File: src/rtl/conv_encoder_framed_if.sv
// Serial-bit in / code-symbol out bundle for the framed convolutional encoder.
// The slave side is the encoder; the master side is whatever feeds and consumes it.
interface conv_encoder_framed_if;
  logic        enable_i;
  logic        d_in;
  logic        ready_o;
  logic        valid_o;
  logic [1:0]  d_out;
  logic        sof_o;
  logic        eof_o;
  logic [15:0] frame_ct;

  modport master (
    output enable_i, d_in,
    input  ready_o, valid_o, d_out, sof_o, eof_o, frame_ct
  );

  modport slave (
    input  enable_i, d_in,
    output ready_o, valid_o, d_out, sof_o, eof_o, frame_ct
  );
endinterface

File: src/rtl/conv_encoder_framed.sv
// Rate-1/2 convolutional encoder with fixed-length frames and a K-1 zero tail per frame,
// so each frame's trellis terminates in state 0; symbols are tagged with sof/eof markers.
module conv_encoder_framed #(
  parameter int unsigned    K         = 7,
  parameter logic [K-1:0]   G0        = 7'o171,
  parameter logic [K-1:0]   G1        = 7'o133,
  parameter int unsigned    FRAME_LEN = 64
) (
  input  logic                 clk,
  input  logic                 rst,
  conv_encoder_framed_if.slave bus
);

  localparam int unsigned BitW  = $clog2(FRAME_LEN + 1);
  localparam int unsigned TailW = $clog2(K);

  typedef enum logic [1:0] {StIdle, StData, StTail} state_e;

  state_e           state_q;
  logic [K-2:0]     sr_q;
  logic [BitW-1:0]  bit_ct_q;
  logic [TailW-1:0] tail_ct_q;
  logic             valid_q;
  logic [1:0]       sym_q;
  logic             sof_q;
  logic             eof_q;
  logic [15:0]      frame_ct_q;

  logic             in_tail;
  logic             accept;
  logic             enc_bit;
  logic [K-1:0]     v;
  logic [1:0]       sym;
  logic [BitW-1:0]  bit_ct_nxt;
  logic             last_bit;
  logic             last_tail;

  always_comb begin
    in_tail = (state_q == StTail);
    accept  = bus.enable_i && !in_tail;
    enc_bit = in_tail ? 1'b0 : bus.d_in;
    // Current bit in the MSB, then history from most recent (sr[0]) to oldest.
    v       = '0;
    v[K-1]  = enc_bit;
    for (int unsigned i = 0; i < K - 1; i++) begin
      v[K-2-i] = sr_q[i];
    end
    sym        = {^(v & G0), ^(v & G1)};
    bit_ct_nxt = (state_q == StIdle) ? BitW'(1) : bit_ct_q + BitW'(1);
    last_bit   = (bit_ct_nxt == BitW'(FRAME_LEN));
    last_tail  = (tail_ct_q == TailW'(K - 2));
  end

  always_ff @(posedge clk) begin
    if (rst) begin
      state_q    <= StIdle;
      sr_q       <= '0;
      bit_ct_q   <= '0;
      tail_ct_q  <= '0;
      valid_q    <= 1'b0;
      sym_q      <= 2'b00;
      sof_q      <= 1'b0;
      eof_q      <= 1'b0;
      frame_ct_q <= '0;
    end else begin
      valid_q <= 1'b0;
      sym_q   <= 2'b00;
      sof_q   <= 1'b0;
      eof_q   <= 1'b0;
      unique case (state_q)
        StIdle, StData: begin
          if (accept) begin
            valid_q  <= 1'b1;
            sym_q    <= sym;
            sof_q    <= (state_q == StIdle);
            sr_q     <= {sr_q[K-3:0], enc_bit};
            bit_ct_q <= bit_ct_nxt;
            if (last_bit) begin
              state_q   <= StTail;
              tail_ct_q <= '0;
            end else begin
              state_q <= StData;
            end
          end
        end
        StTail: begin
          valid_q   <= 1'b1;
          sym_q     <= sym;
          sr_q      <= {sr_q[K-3:0], enc_bit};
          tail_ct_q <= tail_ct_q + TailW'(1);
          if (last_tail) begin
            eof_q      <= 1'b1;
            frame_ct_q <= frame_ct_q + 16'd1;
            state_q    <= StIdle;
            bit_ct_q   <= '0;
          end
        end
        default: state_q <= StIdle;
      endcase
    end
  end

  assign bus.ready_o  = (state_q != StTail);
  assign bus.valid_o  = valid_q;
  assign bus.d_out    = sym_q;
  assign bus.sof_o    = sof_q;
  assign bus.eof_o    = eof_q;
  assign bus.frame_ct = frame_ct_q;

endmodule

File: src/flat_wrapper.sv
// flat-port wrapper written by rule: the top's interface ports become plain ports
module conv_encoder_framed_flat 
#(
  parameter int unsigned    K         = 7,
  parameter logic [K-1:0]   G0        = 7'o171,
  parameter logic [K-1:0]   G1        = 7'o133,
  parameter int unsigned    FRAME_LEN = 64
)
  (clk, rst, bus_enable_i, bus_d_in, bus_ready_o, bus_valid_o, bus_d_out, bus_sof_o, bus_eof_o, bus_frame_ct);
  conv_encoder_framed_if bus_i ();
  input  logic clk;
  input  logic rst;
  input wire logic [$bits(bus_i.enable_i)-1:0] bus_enable_i;
  input wire logic [$bits(bus_i.d_in)-1:0] bus_d_in;
  output wire logic [$bits(bus_i.ready_o)-1:0] bus_ready_o;
  output wire logic [$bits(bus_i.valid_o)-1:0] bus_valid_o;
  output wire logic [$bits(bus_i.d_out)-1:0] bus_d_out;
  output wire logic [$bits(bus_i.sof_o)-1:0] bus_sof_o;
  output wire logic [$bits(bus_i.eof_o)-1:0] bus_eof_o;
  output wire logic [$bits(bus_i.frame_ct)-1:0] bus_frame_ct;
  assign bus_i.enable_i = bus_enable_i;
  assign bus_i.d_in = bus_d_in;
  assign bus_ready_o = bus_i.ready_o;
  assign bus_valid_o = bus_i.valid_o;
  assign bus_d_out = bus_i.d_out;
  assign bus_sof_o = bus_i.sof_o;
  assign bus_eof_o = bus_i.eof_o;
  assign bus_frame_ct = bus_i.frame_ct;
  conv_encoder_framed #(.K(K), .G0(G0), .G1(G1), .FRAME_LEN(FRAME_LEN)) u_core (.clk(clk), .rst(rst), .bus(bus_i));
endmodule
File: config.mk
export PLATFORM = sky130hd
export DESIGN_NAME = conv_encoder_framed_flat
export DESIGN_NICKNAME = d
export VERILOG_FILES = /design/src/rtl/conv_encoder_framed_if.sv /design/src/rtl/conv_encoder_framed.sv /design/src/flat_wrapper.sv
export SDC_FILE = /design/constraint.sdc
export NUM_CORES = 1
export LEC_CHECK = 0
export ABC_AREA = 1
export CAP_MARGIN = 15
export CORE_ASPECT_RATIO = 1.4
export CORE_MARGIN = 4
export CORE_UTILIZATION = 55
export CTS_BUF_LIST = sky130_fd_sc_hd__clkbuf_2
export DETAILED_ROUTE_END_ITERATION = 8
export DONT_BUFFER_PORTS = 1
export GPL_TIMING_DRIVEN = 1
export MAX_ROUTING_LAYER = met4
export PLACE_DENSITY = 0.73
export RECOVER_POWER = 25
export SLEW_MARGIN = 10
export SYNTH_ARGS = -nofsm -noshare
export SYNTH_HDL_FRONTEND = slang
export SYNTH_SLANG_ARGS = --single-unit
export TNS_END_PERCENT = 20
File: constraint.sdc
create_clock -name clk -period 1.6 [get_ports clk]
set_input_delay 0 -clock clk [delete_from_list [all_inputs] [get_ports clk]]
set_output_delay 0 -clock clk [all_outputs]
set_load 0.005 [all_outputs]
==> flow_summary_export.csv, run 1 <==
group,metric,value,unit
synth,ys_top_cells_by_area,"dfxtp_1 (42%), nand2_1 (8.7%), nor2_1 (7.2%)",
detailed_routing,finalWirelength,4.185,mm
placement,hpwl,2.929,mm
synth,syn-num-nets,258,
synth,synth_area_per_cell,7.462,um^2
clock_network,htree_levels,2,
critical_path,endpoint_kind,"flip-flop",
synth,seq_area_frac_synth,0.4185,
timing,max_freq,642.7,MHz
timing,finalCriticalPeriod,1.556,ns
clock_network,clock-root-buffer,"clkbuf_2",
critical_path,crit_path_start_kind,"flip-flop",
critical_path,cp.required,1.91,ns
cells_and_area,layout.nets,287,
detailed_routing,drtAntennaViolNets,0,
critical_path,r2r_end,"u_core.bus.frame_ct[12]",
floorplan,initial_core_util,0.5861,
clock_network,clk_pin_slew,0.19,ns
clock_network,cts_inserted_buffers,5,
critical_path,critPathMaxFanout,4,
timing,hold_slack,-0.3555,ns
critical_path,arrival,1.86,ns
placement,port_buffers,0,
cells_and_area,num_antenna_cells,0,
timing,final_hold_viol_count,20,
floorplan,core_area,3183,um^2
timing,grt_setup_unrepaired,"yes",
flow_run,cap_viol_max_count,0,
synth,yosysUniqueCellTypes,23,
timing,fin_ws,0.04394,ns
timing,timing.final.crit_share,0.9725,
placement,place_congestion,0.8493,
clock_network,cts_sinks,39,
power_and_ir_drop,p_leak,0.9177,nW
floorplan,dieWidth,57.22,um
synth,ys_warn_count,0,
grt,grt_start_max_net_pins,22,
grt,antenna_found_initial,0,
placement,place_area,2042,um^2
synth,synth_cells,250,
synth,yosysTopAreaCell,"dfxtp_1",
cells_and_area,finalInstanceArea,2221,um^2
grt,grt.total_usage,0.2076,
critical_path,reg2reg_slack,0.04,ns
worst_hold_path,hp-class,"in -> reg",
cells_and_area,fill_cells,289,
timing,skew,0.01272,ns
synth,netlist_area,1866,um^2
timing,finalSetupViolCount,0,
critical_path,r2r-start,"u_core.tail_ct_q[1]",
run_status,outcome,"finished, violations left",
clock_network,cts_hold_buf,5,
floorplan,ioPinCount,26,
detailed_routing,via_count,1709,
critical_path,worstSetupPathType,"reg -> reg",
cells_and_area,area.growth.synth_to_final,19.05,%
placement,place_ws,0.001427,ns
detailed_routing,drt_iter0_drc,57,
timing,worstMarginPinSlew,0.4972,ns
synth,synth_ff_type,"dfxtp_1",
power_and_ir_drop,ir_worst_vdd,709.1,uV
grt,grt_pass1_vias,1620,
cells_and_area,layout_common_cells,"nand2_1 (41), nor2_1 (32), dfxtp_1 (32)",
critical_path,rr_worst_depth,11,
grt,grt_pass1_wl,7.024,mm
worst_hold_path,hold_path_depth,1,
grt,grt-ovfl-total,0,
detailed_routing,dr.pass1.iters,4,
synth,synth_edf_count,0,
power_and_ir_drop,power_density,698.3,nW/um^2
cells_and_area,final_common_cell,"nand2_1",
run_status,violations,"negative hold slack",
timing,slew_headroom,0.6674,
clock_network,clk_latency,0.39,ns
timing,fin_setup_tns,0,ns
timing,drv_slew,0,
detailed_routing,avgViaCountPerCell,5.357,
synth,async_reset_ff_frac,0,
synth,synth_top_area_frac,0.4185,
detailed_routing,wl_per_cell,13.12,um
floorplan,row_count,24,
clock_network,cts_buffer_depth,2,
floorplan,die-area,4401,um^2
worst_hold_path,min_from,"rst",
detailed_routing,post-route-drc-count,0,
worst_hold_path,min_to,"u_core.bit_ct_q[1]",
synth,synth_seq_cells,39,
floorplan,die_h,76.91,um
cells_and_area,drive_above_1_share,0.2179,
clock_network,cts_tree,"yes",
==> worst max-delay path, stage by stage (launching register included) <==
cell and delay, ns:
dfxtp_2 0.36, inv_2 0.06, ha_4 0.16, nand2_4 0.07, nor2_8 0.11, nand2_4 0.06, nor2_4 0.13, nand3_4 0.10
nor2_4 0.16, nand2_2 0.08, o21ai_2 0.14, a21oi_2 0.04
==> synth_stat cells, types with 3 or more instances <==
| cell type | instances |
|---|---|
| o21ai_0 | 18 |
| nor3_1 | 6 |
| ha_1 | 4 |
| nand2_4 | 3 |
| clkbuf_1 | 4 |
| nand3_1 | 16 |
| xor2_1 | 5 |
| inv_1 | 26 |
| nand2_1 | 43 |
| dfxtp_1 | 39 |
| xnor2_1 | 5 |
| nand4_1 | 8 |
| nor2_1 | 36 |
| a21oi_1 | 26 |
==> what timing repair did <==
item	in CTS	in global routing
resized for setup	1	28
endpoints found under the setup margin	1	10
gates cloned	0	0
hold endpoints to repair	25	20
pin swaps	0	10
buffers inserted	0	2
==> power breakdown <==
| part | leakage [nW] | internal [W] | switching, W | total [W] |
|---|---|---|---|---|
| Clock | 0.0281 | 0.000105 | 0.000319 | 0.000424 |
| Sequential | 0.320 | 0.000993 | 0.0000157 | 0.00101 |
| Combinational | 0.570 | 0.0000528 | 0.0000652 | 0.000118 |
| Total | 0.918 | 0.00115 | 0.000400 | 0.00155 |
==> per-layer routing <==
layer | up-vias | global-route usage | part of all wire
met5 | - | - | 0
li1 | 881 | - | -
met3 | 9 | 0.06218 | 0.050
met1 | 784 | 0.2102 | 0.40
met2 | 35 | 0.3570 | 0.53
met4 | 0 | 0.09977 | 0.024
==> area by class of cell <==
| cell class | instances | area [um^2] | share of cell area |
|---|---|---|---|
| inverter | 26 | 97.59 | 0.04394 |
| clock inverter | 2 | 7.507 | 0.003380 |
| sequential | 39 | 792.0 | 0.3566 |
| multi-input combinational | 181 | 1033 | 0.4654 |
| tap | 39 | 48.80 | 0.02197 |
| clock buffer | 6 | 30.03 | 0.01352 |
| timing repair buffer | 26 | 211.5 | 0.09521 |
==> metrics by stage <==
stage,power [W],utilization,std cells
2_1_floorplan,0.001108,-,250
3_3_place_gp,0.001132,0.6415,304
3_5_place_dp,0.001135,0.6415,304
4_1_cts,0.001558,0.6698,317
5_1_grt,0.001631,0.6977,319
6_report,0.001551,0.6977,319
==> registers in the layout, summed over array words and instances, names as in the netlist <==
signal and count:
u_core.bus.valid_o 1, u_core.bus.eof_o 1, u_core.state_q 2, u_core.sr_q 6, u_core.bus.d_out 2, u_core.bus.sof_o 1
u_core.bit_ct_q 7, u_core.tail_ct_q 3, u_core.bus.frame_ct 16
==> kinds of logic after synthesis <==
family,count (synthesis),synth area share
simple gates,123,0.3293
fa+ha+maj,4,0.02683
buf+inv,30,0.06036
flops,39,0.4185
xor+xnor,10,0.04695
compound gates,44,0.1180
==> how the worst max path moves through the flow <==
stage | start | end | slack [ns] | cells past startpoint
after detailed placement | u_core.tail_ct_q[1] | u_core.bus.frame_ct[12] | 0.001 | 11
after global placement | u_core.tail_ct_q[1] | u_core.bus.frame_ct[12] | 0.03 | 11
after floorplan | u_core.tail_ct_q[0] | u_core.bus.frame_ct[12] | 0.02 | 10
after global routing | u_core.bit_ct_q[1] | u_core.tail_ct_q[2] | -0.05 | 10
after CTS | u_core.tail_ct_q[1] | u_core.bus.frame_ct[12] | 0.009 | 11
final | u_core.tail_ct_q[1] | u_core.bus.frame_ct[12] | 0.04 | 11
Note: power is estimated with default switching activity, not from simulation.
==> inputs of run 2 (changes only) <==
CORE_ASPECT_RATIO = 1.75   (was 1.4)
==> flow_summary_export.csv, run 2 (same netlist as run 1, synthesis figures left out) <==
group,metric,value,unit
run_status,outcome,"finished, violations left",
run_status,violations,"negative hold slack",
placement,place_congestion,0.8143,
critical_path,r2r-start,"u_core.tail_ct_q[1]",
detailed_routing,avgViaCountPerCell,5.264,
critical_path,path_cells,"inv_2, ha_4, nand2_4, nor2_8, nand2_4, nor2_4, nand3_4, nor2_4, nand2_2, xor2_1, nor2_1",
timing,finalCriticalPeriod,1.539,ns
detailed_routing,dr.pass1.iters,4,
floorplan,row_count,27,
clock_network,htree_levels,2,
critical_path,reg2reg_slack,0.06,ns
grt,grt-ovfl-total,0,
clock_network,cts_sinks,39,
grt,grt_start_max_net_pins,22,
timing,grt_setup_unrepaired,"yes",
clock_network,clk_pin_slew,0.20,ns
clock_network,cts_tree,"yes",
critical_path,r2r_end,"u_core.bus.frame_ct[14]",
floorplan,dieWidth,52.03,um
placement,place_area,2062,um^2
power_and_ir_drop,p_leak,0.9572,nW
detailed_routing,wl_per_cell,12.96,um
power_and_ir_drop,power_density,830.4,nW/um^2
placement,port_buffers,0,
floorplan,initial_core_util,0.5813,
power_and_ir_drop,swShare,0.2126,
grt,grt_pass1_vias,1604,
critical_path,arrival,1.88,ns
cells_and_area,fin_util,0.7006,
worst_hold_path,hold_path_depth,1,
detailed_routing,post-route-drc-count,0,
timing,skew,0.02209,ns
worst_hold_path,min_from,"rst",
power_and_ir_drop,power_frac_clock,0.400,
detailed_routing,drt_iter0_drc,27,
critical_path,crit_path_start_kind,"flip-flop",
detailed_routing,finalWirelength,4.173,mm
critical_path,worst-path-buf-inv,1,
critical_path,rr_worst_depth,11,
critical_path,crit_slowest_cell,"dfxtp_2",
grt,grt.total_usage,0.2112,
clock_network,cts_inserted_buffers,5,
timing,max_freq,649.9,MHz
critical_path,slowest_delay,0.37,ns
cells_and_area,layout.nets,286,
timing,finalSetupViolCount,0,
grt,grt_pass1_wl,6.948,mm
timing,drv_slew,0,
cells_and_area,layout_common_cells,"nand2_1 (41), nor2_1 (32), dfxtp_1 (32)",
timing,hold_slack,-0.3636,ns
floorplan,core_area,3209,um^2
flow_run,cap_viol_max_count,0,
cells_and_area,drive_above_1_share,0.2258,
grt,antenna_found_initial,0,
critical_path,endpoint_kind,"flip-flop",
critical_path,critical_path.startpoint,"u_core.tail_ct_q[1]",
timing,timing.final.crit_share,0.9618,
cells_and_area,finalInstanceArea,2248,um^2
detailed_routing,via_count,1695,
critical_path,path_delay_family,"simple AND/OR/NAND/NOR gates",
critical_path,critPathMaxFanout,3,
power_and_ir_drop,p_switching,0.0003969,W
floorplan,ioPinCount,26,
floorplan,die-area,4424,um^2
cells_and_area,area.growth.synth_to_final,20.52,%
worst_hold_path,min_to,"u_core.tail_ct_q[2]",
timing,final_hold_viol_count,20,
power_and_ir_drop,seqPwrFrac,0.541,
power_and_ir_drop,ir_worst_vdd,772.5,uV
power_and_ir_drop,power.share.combinational,0.058,
cells_and_area,largest_reg_flops,16,
placement,hpwl,3.101,mm
critical_path,worstSetupPathType,"reg -> reg",
power_and_ir_drop,power.total,0.001867,W
power_and_ir_drop,internal-power,0.001470,W
floorplan,die_h,85.05,um
timing,slew_headroom,0.6561,
clock_network,clk_latency,0.39,ns
cells_and_area,num_antenna_cells,0,
cells_and_area,final_common_cell,"nand2_1",
clock_network,cts_buffer_depth,2,
worst_hold_path,hp-class,"in -> reg",
detailed_routing,drtAntennaViolNets,0,
timing,worstMarginPinSlew,0.5153,ns
critical_path,cp.required,1.94,ns
clock_network,clock-root-buffer,"clkbuf_2",
-- run 2: cell types whose count changed in the layout (fill, tap and decap cells not counted), moves of 2 or more --
| cell | before | now |
|---|---|---|
| nor2_4 | 4 | 2 |
| nor2_2 | 2 | 4 |
| clkinv_1 | 2 | 0 |
| bufinv_16 | 0 | 2 |
| dlygate4sd3_1 | 5 | 2 |
| buf_4 | 20 | 23 |
-- run 2: repair_timing --
item,CTS,global route
buffers inserted,0,2
setup endpoints to repair,3,11
resized for setup,4,20
hold buffers,1,1
pin swaps,0,8
endpoints found under the hold margin,22,21
-- run 2: metrics by stage --
step                      setup TNS [ns]  instances  setup WS (ns)
final                                  0        322        0.06119
after global routing            -0.09814        322       -0.04117
after CTS                              0        319        0.01929
after detailed placement        -0.02119        310       -0.02119
after global placement                 0        310        0.04183
after floorplan                        0        250        0.02368
-- run 2: how the worst max path moves through the flow --
stage                               to  slack [ns]  cells after the start
2_1_floorplan  u_core.bus.frame_ct[12]        0.02                     10
3_3_place_gp   u_core.bus.frame_ct[12]        0.04                     10
3_5_place_dp   u_core.bus.frame_ct[12]       -0.02                     10
4_1_cts            u_core.tail_ct_q[1]        0.02                      9
5_1_grt        u_core.bus.frame_ct[14]       -0.04                     11
6_report       u_core.bus.frame_ct[14]        0.06                     11
-- run 2: cell type report --
cell class,count,area [um^2]
clock inverters,2,60.06
flip-flops and latches,39,789.5
fillers,299,960.9
multi-input cells,181,1025
well taps,43,53.80
clock buffers,6,30.03
repair buffers,25,192.7
inverters,26,97.59
-- run 2: power groups by stage --
stage	combinational, W	sequential [W]	clock, W
after floorplan	0.0000801	0.00103	0
after global placement	0.000103	0.00103	0
after detailed placement	0.000105	0.00103	0
after CTS	0.000108	0.00101	0.000761
after global routing	0.000123	0.00101	0.000802
final	0.000109	0.00101	0.000747
-- run 2: per-layer routing --
metal  vias to the layer above  GRT usage  wire length (um)
met4                         0     0.1002               133
li1                        878          -                 -
met1                       769     0.1993              1534
met3                        12    0.05975               197
met5                         -          -                 0
met2                        36     0.3757              2307
==> inputs of run 3 (changes only) <==
PLACE_DENSITY = 0.7   (was 0.73)
clock period = 1.7 ns   (was 1.6 ns; I/O delays follow)
==> flow_summary_export.csv, run 3 (same netlist as run 1, synthesis figures left out) <==
group,metric,value,unit
run_status,outcome,"completed",
critical_path,slowest_delay,0.35,ns
floorplan,ioPinCount,26,
timing,finalSetupViolCount,0,
timing,skew,0.02176,ns
cells_and_area,final_common_cell,"nand2_1",
detailed_routing,dr.pass1.iters,4,
timing,final_hold_viol_count,0,
critical_path,reg2reg_slack,0.12,ns
detailed_routing,wl_per_cell,12.54,um
critical_path,arrival,1.86,ns
power_and_ir_drop,power_density,694.5,nW/um^2
detailed_routing,drtAntennaViolNets,0,
clock_network,cts_inserted_buffers,5,
floorplan,row_count,27,
critical_path,r2r_end,"u_core.tail_ct_q[2]",
timing,max_freq,631.4,MHz
worst_hold_path,min_to,"u_core.bus.frame_ct[14]",
clock_network,cts_buffer_depth,2,
floorplan,dieWidth,52.03,um
cells_and_area,layout.nets,279,
worst_hold_path,hold_path_depth,2,
critical_path,worstSetupPathType,"reg -> reg",
worst_hold_path,min_from,"rst",
cells_and_area,drive_above_1_share,0.1654,
cells_and_area,num_antenna_cells,0,
clock_network,cts_sinks,39,
timing,hold_slack,0.3118,ns
clock_network,clock-root-buffer,"clkbuf_2",
grt,grt_pass1_wl,6.955,mm
timing,slew_headroom,0.4628,
clock_network,cts_tree,"yes",
critical_path,cpMostUsedCell,"nor2_1",
timing,finalCriticalPeriod,1.584,ns
critical_path,critPathMaxFanout,4,
critical_path,crit_slowest_cell,"dfxtp_1",
grt,antenna_found_initial,0,
placement,place_area,2009,um^2
cells_and_area,fill_cells,283,
detailed_routing,via_count,1647,
cells_and_area,fin_util,0.6624,
placement,port_buffers,0,
clock_network,clk_latency,0.39,ns
placement,hpwl,2.902,mm
clock_network,htree_levels,2,
power_and_ir_drop,ir_worst_vdd,510.7,uV
cells_and_area,finalInstanceArea,2126,um^2
grt,grt_start_max_net_pins,22,
detailed_routing,post-route-drc-count,0,
power_and_ir_drop,power.total,0.001476,W
detailed_routing,finalWirelength,3.950,mm
floorplan,core_area,3209,um^2
power_and_ir_drop,p_leak,0.9019,nW
placement,place_congestion,0.8197,
critical_path,cp.required,1.98,ns
critical_path,crit_path_start_kind,"flip-flop",
grt,grt.total_usage,0.2094,
timing,timing.final.crit_share,0.9316,
cells_and_area,layout_common_cells,"nand2_1 (43), dfxtp_1 (37), nor2_1 (34)",
detailed_routing,drt_iter0_drc,37,
grt,grt_pass1_vias,1650,
cells_and_area,largest_reg_flops,16,
timing,grt_setup_unrepaired,"yes",
critical_path,path_cells,"ha_1, nand2_1, nor2_1, o21ai_0, nor2_1, nor2_1, nand3_2, nand3_1, a21oi_1",
grt,grt-ovfl-total,0,
timing,drv_slew,0,
detailed_routing,avgViaCountPerCell,5.229,
worst_hold_path,hp-class,"in -> reg",
floorplan,initial_core_util,0.5813,
critical_path,rr_worst_depth,9,
timing,worstMarginPinSlew,0.8057,ns
critical_path,r2r-start,"u_core.bit_ct_q[0]",
clock_network,clk_pin_slew,0.20,ns
flow_run,cap_viol_max_count,0,
critical_path,endpoint_kind,"flip-flop",
floorplan,die-area,4424,um^2
floorplan,die_h,85.05,um
cells_and_area,area.growth.synth_to_final,13.95,%
-- run 3: worst max-delay path by stage --
stage | from | end | slack, ns | cells past startpoint
6_report | u_core.bit_ct_q[0] | u_core.tail_ct_q[2] | 0.12 | 9
5_1_grt | u_core.tail_ct_q[1] | u_core.bus.frame_ct[14] | -0.03 | 11
4_1_cts | u_core.tail_ct_q[0] | u_core.bus.frame_ct[12] | 0.003 | 10
3_5_place_dp | u_core.tail_ct_q[0] | u_core.bus.frame_ct[12] | 0.05 | 10
3_3_place_gp | u_core.tail_ct_q[0] | u_core.bus.frame_ct[12] | 0.07 | 10
2_1_floorplan | u_core.tail_ct_q[0] | u_core.bus.frame_ct[12] | 0.12 | 10
-- run 3: metal layers --
metal  track usage  part of all wire  up-vias  routed length [um]
met5             -                 0        -                   0
met4       0.08831             0.017        0                  67
met3       0.05975             0.048        7                 189
met2        0.3711              0.54       30                2122
met1        0.2035              0.40      752                1571
li1              -                 -      858                   -
-- run 3: cell type report --
type,count,area [um^2],share of cell area
clock buffer,7,35.03,0.01648
clock inverter,1,5.005,0.002354
inverter,26,97.59,0.04591
multi-input combinational,181,1006,0.4732
sequential,39,783.3,0.3685
tap,43,53.80,0.02531
timing repair buffer,18,145.1,0.06828
-- run 3: power by group --
part | switching, W | internal, W
registers | 0.0000146 | 0.000936
logic | 0.0000668 | 0.0000442
clock network | 0.000303 | 0.000112
total | 0.000384 | 0.00109
-- run 3: worst max-delay path: cells and delay by family, from the launching register on --
kind | cells | cell delay, ns
adder cells (fa/ha/maj) | 1 | 0.20
flip-flops | 1 | 0.35
AND/OR/NAND/NOR | 6 | 0.71
AO/OA/AOI/OAI | 2 | 0.20
-- run 3: metrics by stage --
stage | setup TNS, ns | std cells | setup slack (ns)
after floorplan | 0 | 250 | 0.1237
after global placement | 0 | 303 | 0.07394
after detailed placement | 0 | 303 | 0.04532
after CTS | 0 | 314 | 0.003410
after global routing | -0.04991 | 315 | -0.02531
final | 0 | 315 | 0.1163
-- run 3: what timing repair did --
item                                    4_1_cts  5_1_grt
gates resized for setup                       0       15
endpoints found under the hold margin        23        0
hold buffers                                  3        0
endpoints found under the setup margin        0       13
buffers inserted                              0        1
